$ cat config.mk
export PLATFORM = sky130hd
export DESIGN_NAME = id_ex_pipe_reg_flat
export DESIGN_NICKNAME = d
export VERILOG_FILES = /design/src/rtl/id_ex_pipe_reg_if.sv /design/src/rtl/id_ex_pipe_reg.sv /design/src/flat_wrapper.sv
export SDC_FILE = /design/constraint.sdc
export NUM_CORES = 1
export LEC_CHECK = 0
export ABC_CLOCK_PERIOD_IN_PS = 2300
export CAP_MARGIN = 20
export CELL_PAD_IN_SITES_DETAIL_PLACEMENT = 2
export CELL_PAD_IN_SITES_GLOBAL_PLACEMENT = 2
export CORE_MARGIN = 10
export CORE_UTILIZATION = 24
export CTS_CLUSTER_DIAMETER = 40
export DETAILED_ROUTE_END_ITERATION = 10
export GPL_ROUTABILITY_DRIVEN = 1
export MAX_ROUTING_LAYER = met4
export PLACE_DENSITY_LB_ADDON = 0.1
export SETUP_SLACK_MARGIN = 0.4
export SLEW_MARGIN = 20
export SYNTH_ARGS = -nofsm -noshare
export SYNTH_HDL_FRONTEND = slang
export SYNTH_SLANG_ARGS = --single-unit
$ cat constraint.sdc
create_clock -name clk -period 2.3 [get_ports clk]
set_clock_uncertainty 0.05 [all_clocks]
set_input_delay 0.345 -clock clk [delete_from_list [all_inputs] [get_ports clk]]
set_output_delay 0.345 -clock clk [all_outputs]
set_load 0.005 [all_outputs]
$ cat src/rtl/id_ex_pipe_reg_if.sv
// ---------------------------------------------------------------------------
// id_ex_pipe_reg_if
// Bundle of every signal exchanged between the decode stage and the
// decode-to-execute pipeline register, excluding clk and reset.
//
//   stall, flush          : pipeline control from the hazard logic
//   id_*                  : decode-stage instruction fields and operands
//   wb_*                  : write-back port, same edge as the regfile write
//   ex_*                  : registered execute-stage fields
//   load_use_hazard       : combinational stall request back upstream
//
// Modports:
//   master : the surrounding pipeline (drives id/wb/control, reads ex)
//   slave  : the pipeline register itself
// ---------------------------------------------------------------------------
interface id_ex_pipe_reg_if #(
  parameter int DATA_W = 64,
  parameter int CTRL_W = 8
);
  logic              stall;
  logic              flush;
  logic              id_valid;
  logic [4:0]        id_rs1;
  logic [4:0]        id_rs2;
  logic [4:0]        id_rd;
  logic [DATA_W-1:0] id_op1;
  logic [DATA_W-1:0] id_op2;
  logic [DATA_W-1:0] id_imm;
  logic [CTRL_W-1:0] id_ctrl;
  logic              wb_reg_write;
  logic [4:0]        wb_rd;
  logic [DATA_W-1:0] wb_data;
  logic              ex_valid;
  logic [4:0]        ex_rs1;
  logic [4:0]        ex_rs2;
  logic [4:0]        ex_rd;
  logic [DATA_W-1:0] ex_op1;
  logic [DATA_W-1:0] ex_op2;
  logic [DATA_W-1:0] ex_imm;
  logic [CTRL_W-1:0] ex_ctrl;
  logic              load_use_hazard;

  modport master (
    output stall, flush, id_valid, id_rs1, id_rs2, id_rd,
    output id_op1, id_op2, id_imm, id_ctrl,
    output wb_reg_write, wb_rd, wb_data,
    input  ex_valid, ex_rs1, ex_rs2, ex_rd, ex_op1, ex_op2, ex_imm, ex_ctrl,
    input  load_use_hazard
  );

  modport slave (
    input  stall, flush, id_valid, id_rs1, id_rs2, id_rd,
    input  id_op1, id_op2, id_imm, id_ctrl,
    input  wb_reg_write, wb_rd, wb_data,
    output ex_valid, ex_rs1, ex_rs2, ex_rd, ex_op1, ex_op2, ex_imm, ex_ctrl,
    output load_use_hazard
  );
endinterface

$ cat src/rtl/id_ex_pipe_reg.sv
// ---------------------------------------------------------------------------
// id_ex_pipe_reg
// Decode-to-execute pipeline register for the 64-bit ARM core. Captures the
// regfile read operands, immediate, register specifiers and control word,
// with flush (bubble), stall (hold), write-back bypass for the regfile write
// happening at the same edge, and combinational load-use hazard detection.
//
// Ports:
//   clk   : system clock, all state updates on posedge
//   reset : synchronous active-high, clears every register
//   bus   : id_ex_pipe_reg_if.slave (stall/flush, id_*, wb_*, ex_*,
//           load_use_hazard)
//
// ex_ctrl layout: [2:0] alu_op, [3] alu_src, [4] mem_read, [5] mem_write,
//                 [6] reg_write, [7] branch
// ---------------------------------------------------------------------------
module id_ex_pipe_reg #(
  parameter int DATA_W = 64,
  parameter int CTRL_W = 8
) (
  input  logic                clk,
  input  logic                reset,
  id_ex_pipe_reg_if.slave     bus
);

  localparam logic [4:0] XZR = 5'd31;

  // A write-back forwards into an operand only for a real register write that
  // targets the same (non-XZR) register being read this cycle.
  function automatic logic bypass_hit(input logic       wb_we,
                                      input logic [4:0] wb_rd,
                                      input logic [4:0] rs);
    return wb_we && (wb_rd != XZR) && (wb_rd == rs);
  endfunction

  logic              ex_valid_r;
  logic [4:0]        ex_rs1_r;
  logic [4:0]        ex_rs2_r;
  logic [4:0]        ex_rd_r;
  logic [DATA_W-1:0] ex_op1_r;
  logic [DATA_W-1:0] ex_op2_r;
  logic [DATA_W-1:0] ex_imm_r;
  logic [CTRL_W-1:0] ex_ctrl_r;

  logic [DATA_W-1:0] op1_next_s;
  logic [DATA_W-1:0] op2_next_s;
  logic [CTRL_W-1:0] ctrl_next_s;

  // Capture values: bypassed operands and a control word whose side-effect
  // bits are suppressed for non-instructions.
  always_comb begin
    op1_next_s  = bus.id_op1;
    op2_next_s  = bus.id_op2;
    ctrl_next_s = bus.id_ctrl;

    if (bypass_hit(bus.wb_reg_write, bus.wb_rd, bus.id_rs1)) begin
      op1_next_s = bus.wb_data;
    end else begin
      op1_next_s = bus.id_op1;
    end

    if (bypass_hit(bus.wb_reg_write, bus.wb_rd, bus.id_rs2)) begin
      op2_next_s = bus.wb_data;
    end else begin
      op2_next_s = bus.id_op2;
    end

    // mem_read/mem_write/reg_write/branch must never fire for an empty slot;
    // alu_op and alu_src are harmless and pass through unchanged.
    if (!bus.id_valid) begin
      ctrl_next_s[CTRL_W-1:4] = {(CTRL_W-4){1'b0}};
    end else begin
      ctrl_next_s = bus.id_ctrl;
    end
  end

  // Pipeline register: reset and flush both clear to a bubble, stall holds.
  always_ff @(posedge clk) begin
    if (reset || bus.flush) begin
      ex_valid_r <= 1'b0;
      ex_rs1_r   <= 5'd0;
      ex_rs2_r   <= 5'd0;
      ex_rd_r    <= 5'd0;
      ex_op1_r   <= {DATA_W{1'b0}};
      ex_op2_r   <= {DATA_W{1'b0}};
      ex_imm_r   <= {DATA_W{1'b0}};
      ex_ctrl_r  <= {CTRL_W{1'b0}};
    end else if (!bus.stall) begin
      ex_valid_r <= bus.id_valid;
      ex_rs1_r   <= bus.id_rs1;
      ex_rs2_r   <= bus.id_rs2;
      ex_rd_r    <= bus.id_rd;
      ex_op1_r   <= op1_next_s;
      ex_op2_r   <= op2_next_s;
      ex_imm_r   <= bus.id_imm;
      ex_ctrl_r  <= ctrl_next_s;
    end
  end

  assign bus.ex_valid = ex_valid_r;
  assign bus.ex_rs1   = ex_rs1_r;
  assign bus.ex_rs2   = ex_rs2_r;
  assign bus.ex_rd    = ex_rd_r;
  assign bus.ex_op1   = ex_op1_r;
  assign bus.ex_op2   = ex_op2_r;
  assign bus.ex_imm   = ex_imm_r;
  assign bus.ex_ctrl  = ex_ctrl_r;

  // A load in EX whose destination is read by the instruction in ID cannot be
  // forwarded in time; raise the request in the same cycle.
  assign bus.load_use_hazard = bus.id_valid & ex_valid_r & ex_ctrl_r[4] &
                               (ex_rd_r != XZR) &
                               ((bus.id_rs1 == ex_rd_r) | (bus.id_rs2 == ex_rd_r));

endmodule

$ cat src/flat_wrapper.sv
// flat-port wrapper written by rule: the top's interface ports become plain ports
module id_ex_pipe_reg_flat 
#(
  parameter int DATA_W = 64,
  parameter int CTRL_W = 8
)
  (clk, reset, bus_stall, bus_flush, bus_id_valid, bus_id_rs1, bus_id_rs2, bus_id_rd, bus_id_op1, bus_id_op2, bus_id_imm, bus_id_ctrl, bus_wb_reg_write, bus_wb_rd, bus_wb_data, bus_ex_valid, bus_ex_rs1, bus_ex_rs2, bus_ex_rd, bus_ex_op1, bus_ex_op2, bus_ex_imm, bus_ex_ctrl, bus_load_use_hazard);
  id_ex_pipe_reg_if #(.DATA_W(DATA_W), .CTRL_W(CTRL_W)) bus_i ();
  input  logic clk;
  input  logic reset;
  input wire logic [$bits(bus_i.stall)-1:0] bus_stall;
  input wire logic [$bits(bus_i.flush)-1:0] bus_flush;
  input wire logic [$bits(bus_i.id_valid)-1:0] bus_id_valid;
  input wire logic [$bits(bus_i.id_rs1)-1:0] bus_id_rs1;
  input wire logic [$bits(bus_i.id_rs2)-1:0] bus_id_rs2;
  input wire logic [$bits(bus_i.id_rd)-1:0] bus_id_rd;
  input wire logic [$bits(bus_i.id_op1)-1:0] bus_id_op1;
  input wire logic [$bits(bus_i.id_op2)-1:0] bus_id_op2;
  input wire logic [$bits(bus_i.id_imm)-1:0] bus_id_imm;
  input wire logic [$bits(bus_i.id_ctrl)-1:0] bus_id_ctrl;
  input wire logic [$bits(bus_i.wb_reg_write)-1:0] bus_wb_reg_write;
  input wire logic [$bits(bus_i.wb_rd)-1:0] bus_wb_rd;
  input wire logic [$bits(bus_i.wb_data)-1:0] bus_wb_data;
  output wire logic [$bits(bus_i.ex_valid)-1:0] bus_ex_valid;
  output wire logic [$bits(bus_i.ex_rs1)-1:0] bus_ex_rs1;
  output wire logic [$bits(bus_i.ex_rs2)-1:0] bus_ex_rs2;
  output wire logic [$bits(bus_i.ex_rd)-1:0] bus_ex_rd;
  output wire logic [$bits(bus_i.ex_op1)-1:0] bus_ex_op1;
  output wire logic [$bits(bus_i.ex_op2)-1:0] bus_ex_op2;
  output wire logic [$bits(bus_i.ex_imm)-1:0] bus_ex_imm;
  output wire logic [$bits(bus_i.ex_ctrl)-1:0] bus_ex_ctrl;
  output wire logic [$bits(bus_i.load_use_hazard)-1:0] bus_load_use_hazard;
  assign bus_i.stall = bus_stall;
  assign bus_i.flush = bus_flush;
  assign bus_i.id_valid = bus_id_valid;
  assign bus_i.id_rs1 = bus_id_rs1;
  assign bus_i.id_rs2 = bus_id_rs2;
  assign bus_i.id_rd = bus_id_rd;
  assign bus_i.id_op1 = bus_id_op1;
  assign bus_i.id_op2 = bus_id_op2;
  assign bus_i.id_imm = bus_id_imm;
  assign bus_i.id_ctrl = bus_id_ctrl;
  assign bus_i.wb_reg_write = bus_wb_reg_write;
  assign bus_i.wb_rd = bus_wb_rd;
  assign bus_i.wb_data = bus_wb_data;
  assign bus_ex_valid = bus_i.ex_valid;
  assign bus_ex_rs1 = bus_i.ex_rs1;
  assign bus_ex_rs2 = bus_i.ex_rs2;
  assign bus_ex_rd = bus_i.ex_rd;
  assign bus_ex_op1 = bus_i.ex_op1;
  assign bus_ex_op2 = bus_i.ex_op2;
  assign bus_ex_imm = bus_i.ex_imm;
  assign bus_ex_ctrl = bus_i.ex_ctrl;
  assign bus_load_use_hazard = bus_i.load_use_hazard;
  id_ex_pipe_reg #(.DATA_W(DATA_W), .CTRL_W(CTRL_W)) u_core (.clk(clk), .reset(reset), .bus(bus_i));
endmodule
==> flow_metrics.py <==
metrics = {
    "run_status": {
        "outcome": "completed",
    },
    "timing": {
        "setup_viol": 0,
        "grt_setup_unrepaired": "yes",
        "finalCritPeriodShare_pct": 89.62,
        "worst_pin_slew_ns": 0.4872,
        "setup_tns_ns": 0,
        "finalMaxSlewViolations": 0,
        "fmax_mhz": 485.2,
        "hold_viol": 0,
        "min_period_ns": 2.061,
        "relSlewSlack_pct": 67.52,
    },
    "power": {
        "p_int_mw": 9.981,
        "switching_share_pct": 25.06,
        "seq_power_share_pct": 29.9,
        "p_comb_share_pct": 14.6,
        "p_switching_mw": 3.337,
        "power_density_nw_per_um2": 761.2,
        "vdd_drop_max_mv": 0.6612,
        "power_leakage_nw": 6.588,
        "clkPwrFrac_pct": 55.5,
    },
    "worst_setup_path": {
        "critPathKind": "reg -> out",
        "cp.arrival_ns": 1.67,
        "worstPathMaxFanout": 3,
        "cpPeakStageDelay_ns": 0.35,
        "slowest_stage": "dfxtp_4",
        "path_cells": "xor2_1 > nor3_1 > nand3_1 > a21oi_2 > buf_2",
        "crit_required_ns": 1.90,
        "reg2reg_slack_ns": 1.44,
        "crit_path_end_kind": "output port",
        "crit_path_start_kind": "flop",
    },
    "clocking": {
        "cts_tree": "yes",
        "cts_buffer_depth": 3,
        "ctsHtreeMaxLevel": 2,
        "numCtsBuffers": 49,
        "clk_latency_ns": 0.55,
        "cts-root-buf": "clkbuf_16",
        "clk_pin_slew_ns": 0.05,
        "cts.sinks": 216,
    },
    "routing": {
        "num_vias": 10500,
        "routed_wl_um": 55310,
        "first_iter_violations": 511,
        "antenna_violating_nets_post_route": 0,
        "drtPass1Iterations": 4,
        "drc": 0,
        "via_per_inst": 5.048,
        "wl_per_cell_um": 26.58,
    },
    "logic_synthesis": {
        "yosysMostFrequentCell": "dfxtp_1",
        "synth_common_cells": "dfxtp_1 (216), nor2_1 (155), a311oi_1 (128)",
        "synth_top_cell_area_share_pct": 43.92,
        "synth_edf_count": 0,
        "syn_area_um2": 9846,
        "synth_area_leaders": "dfxtp_1 (44%), a311oi_1 (11%), a211oi_2 (9.3%)",
        "syn-num-nets": 1296,
        "async_flop_share_pct": 0,
        "synth_seq_cells": 216,
        "ys.flop_type": "dfxtp_1",
        "ys_seq_area_share_pct": 43.92,
        "ys.warnings.count": 0,
        "syn_area_per_cell_um2": 9.787,
        "synth_area_leader_cell": "dfxtp_1",
        "synth.distinct_cells": 27,
        "synthCells": 1006,
    },
    "die": {
        "num_rows": 74,
        "coreArea_um2": 40740,
        "fp.dieW_um": 222.5,
        "start_util_pct": 24.17,
        "dieArea_um2": 49530,
        "io-pin-count": 507,
        "die_y_um": 222.5,
    },
    "placement": {
        "portBuffers": 506,
        "place_congestion": 0.7770,
        "postPlaceCellArea_um2": 15690,
        "dp_hpwl_um": 40600,
    },
    "final_layout": {
        "final_area_um2": 17500,
        "nets": 1785,
        "drive_gt1_share_pct": 15.37,
        "area_growth_pct": 77.70,
    },
    "global_route": {
        "grt_overflow": 0,
        "grt_usage_pct": 21.79,
        "antenna_found_initial": 13,
        "grt_max_degree": 100,
        "grt_pass1_wl_um": 80450,
        "grt_pass1_vias": 11630,
    },
    "job": {
        "maxCapViolCount": 0,
    },
    "worst_hold_path": {
        "hp-class": "in -> reg",
    },
}
==> registers in the layout, indices dropped and copies added, names as in the netlist <==
signal               count
u_core.bus.ex_op2       64
u_core.bus.ex_rs1        5
u_core.bus.ex_imm       64
u_core.bus.ex_rs2        5
u_core.bus.ex_valid      1
u_core.bus.ex_op1       64
u_core.bus.ex_rd         5
u_core.bus.ex_ctrl       8
==> per-layer routing <==
layer	wire [um]	share of wire [%]	up-vias	global-route usage [%]
li1	-	-	4847	-
met1	22390	40	5220	24.59
met2	26650	48	363	35.03
met3	4842	8.8	74	8.284
met4	1424	2.6	0	6.866
met5	0	0	-	-
==> metrics by stage <==
step	hold slack (ns)	setup slack [ns]	instances	util [%]	total power [mW]
global placement	0.4230	-0.1768	1975	38.51	5.997
global route	0.1436	0.1189	2081	42.95	13.84
detailed placement	0.4388	-0.1300	1975	38.51	6.021
CTS	0.1068	0.1715	2067	42.76	13.51
finish	0.1380	0.2389	2081	42.95	13.32
floorplan	0.4384	0.8719	1006	-	4.778
==> cells by family (layout without fill, tap and decap cells) <==
| logic type | count (synthesis) | after routing | share of synthesized area (%) |
|---|---|---|---|
| xor gates and xnor gates | 20 | 20 | 1.779 |
| and+or+nand+nor | 169 | 169 | 6.748 |
| AOI/OAI and AO/OA | 392 | 392 | 31.94 |
| other | 0 | 14 | 0 |
| muxes | 83 | 83 | 8.438 |
| buffers and inverters | 126 | 655 | 7.180 |
| DFF | 216 | 216 | 43.92 |
==> layout by cell type (no fill, tap or decap), drive strengths merged, types with 2 or more instances in the layout <==
cell type and count:
a211oi 128, diode 14, dfxtp 216, inv 4, a311oi 128, and3 2
a22oi 4, o21ai 128, dlygate4sd2 30, nand3 4, clkbuf 67, xnor2 4
buf 59, xor2 16, mux2i 83, bufinv 6, nor2 155, dlymetal6s2s 16
clkinv 10, nor3 4, a21oi 2, nand2 2, clkinvlp 5, clkdlybuf4s50 458
==> power groups by stage <==
stage | registers [mW] | logic (mW) | clock network (mW)
CTS | 3.99 | 1.97 | 7.56
floorplan | 4.05 | 0.724 | 0
detailed placement | 4.06 | 1.96 | 0
finish | 3.99 | 1.94 | 7.39
global placement | 4.05 | 1.95 | 0
global route | 4.00 | 2.09 | 7.75
==> path summary, 6_finish.rpt <==
check,startpoint,to,cells past startpoint
hold reg to reg,u_core.bus.ex_imm[62],u_core.bus.ex_imm[62],2
setup / recovery,u_core.bus.ex_rd[3],bus_load_use_hazard,5
hold / removal,bus_stall,u_core.bus.ex_rs2[3],3
setup reg to reg,u_core.bus.ex_rd[0],u_core.bus.ex_rd[0],3
==> layout make-up <==
cell class / count / area, um2
antenna: 14 / 35.03
clock buffer: 67 / 1446
clock inverter: 24 / 301.5
fill: 4311 / 23240
inverter: 1 / 6.256
multi-input combinational: 664 / 4867
sequential: 216 / 4340
tap: 532 / 665.6
timing repair buffer: 563 / 5833
==> worst max-delay path, delay by kind of cell, from the launching register on <==
family                 cells  cell delay, ns
flip-flops                 1            0.35
AND/OR/NAND/NOR            2            0.32
AO/OA/AOI/OAI              1            0.15
XOR/XNOR                   1            0.14
buffers and inverters      1            0.13
==> what timing repair did <==
| action | 4_1_cts | 5_1_grt |
|---|---|---|
| gates resized for setup | 45 | 16 |
| setup endpoints to repair | 33 | 17 |
| hold buffers | 0 | 0 |
| setup buffers | 1 | 0 |
| pin swaps | 5 | 0 |
Note: power is estimated with default switching activity, not from simulation.
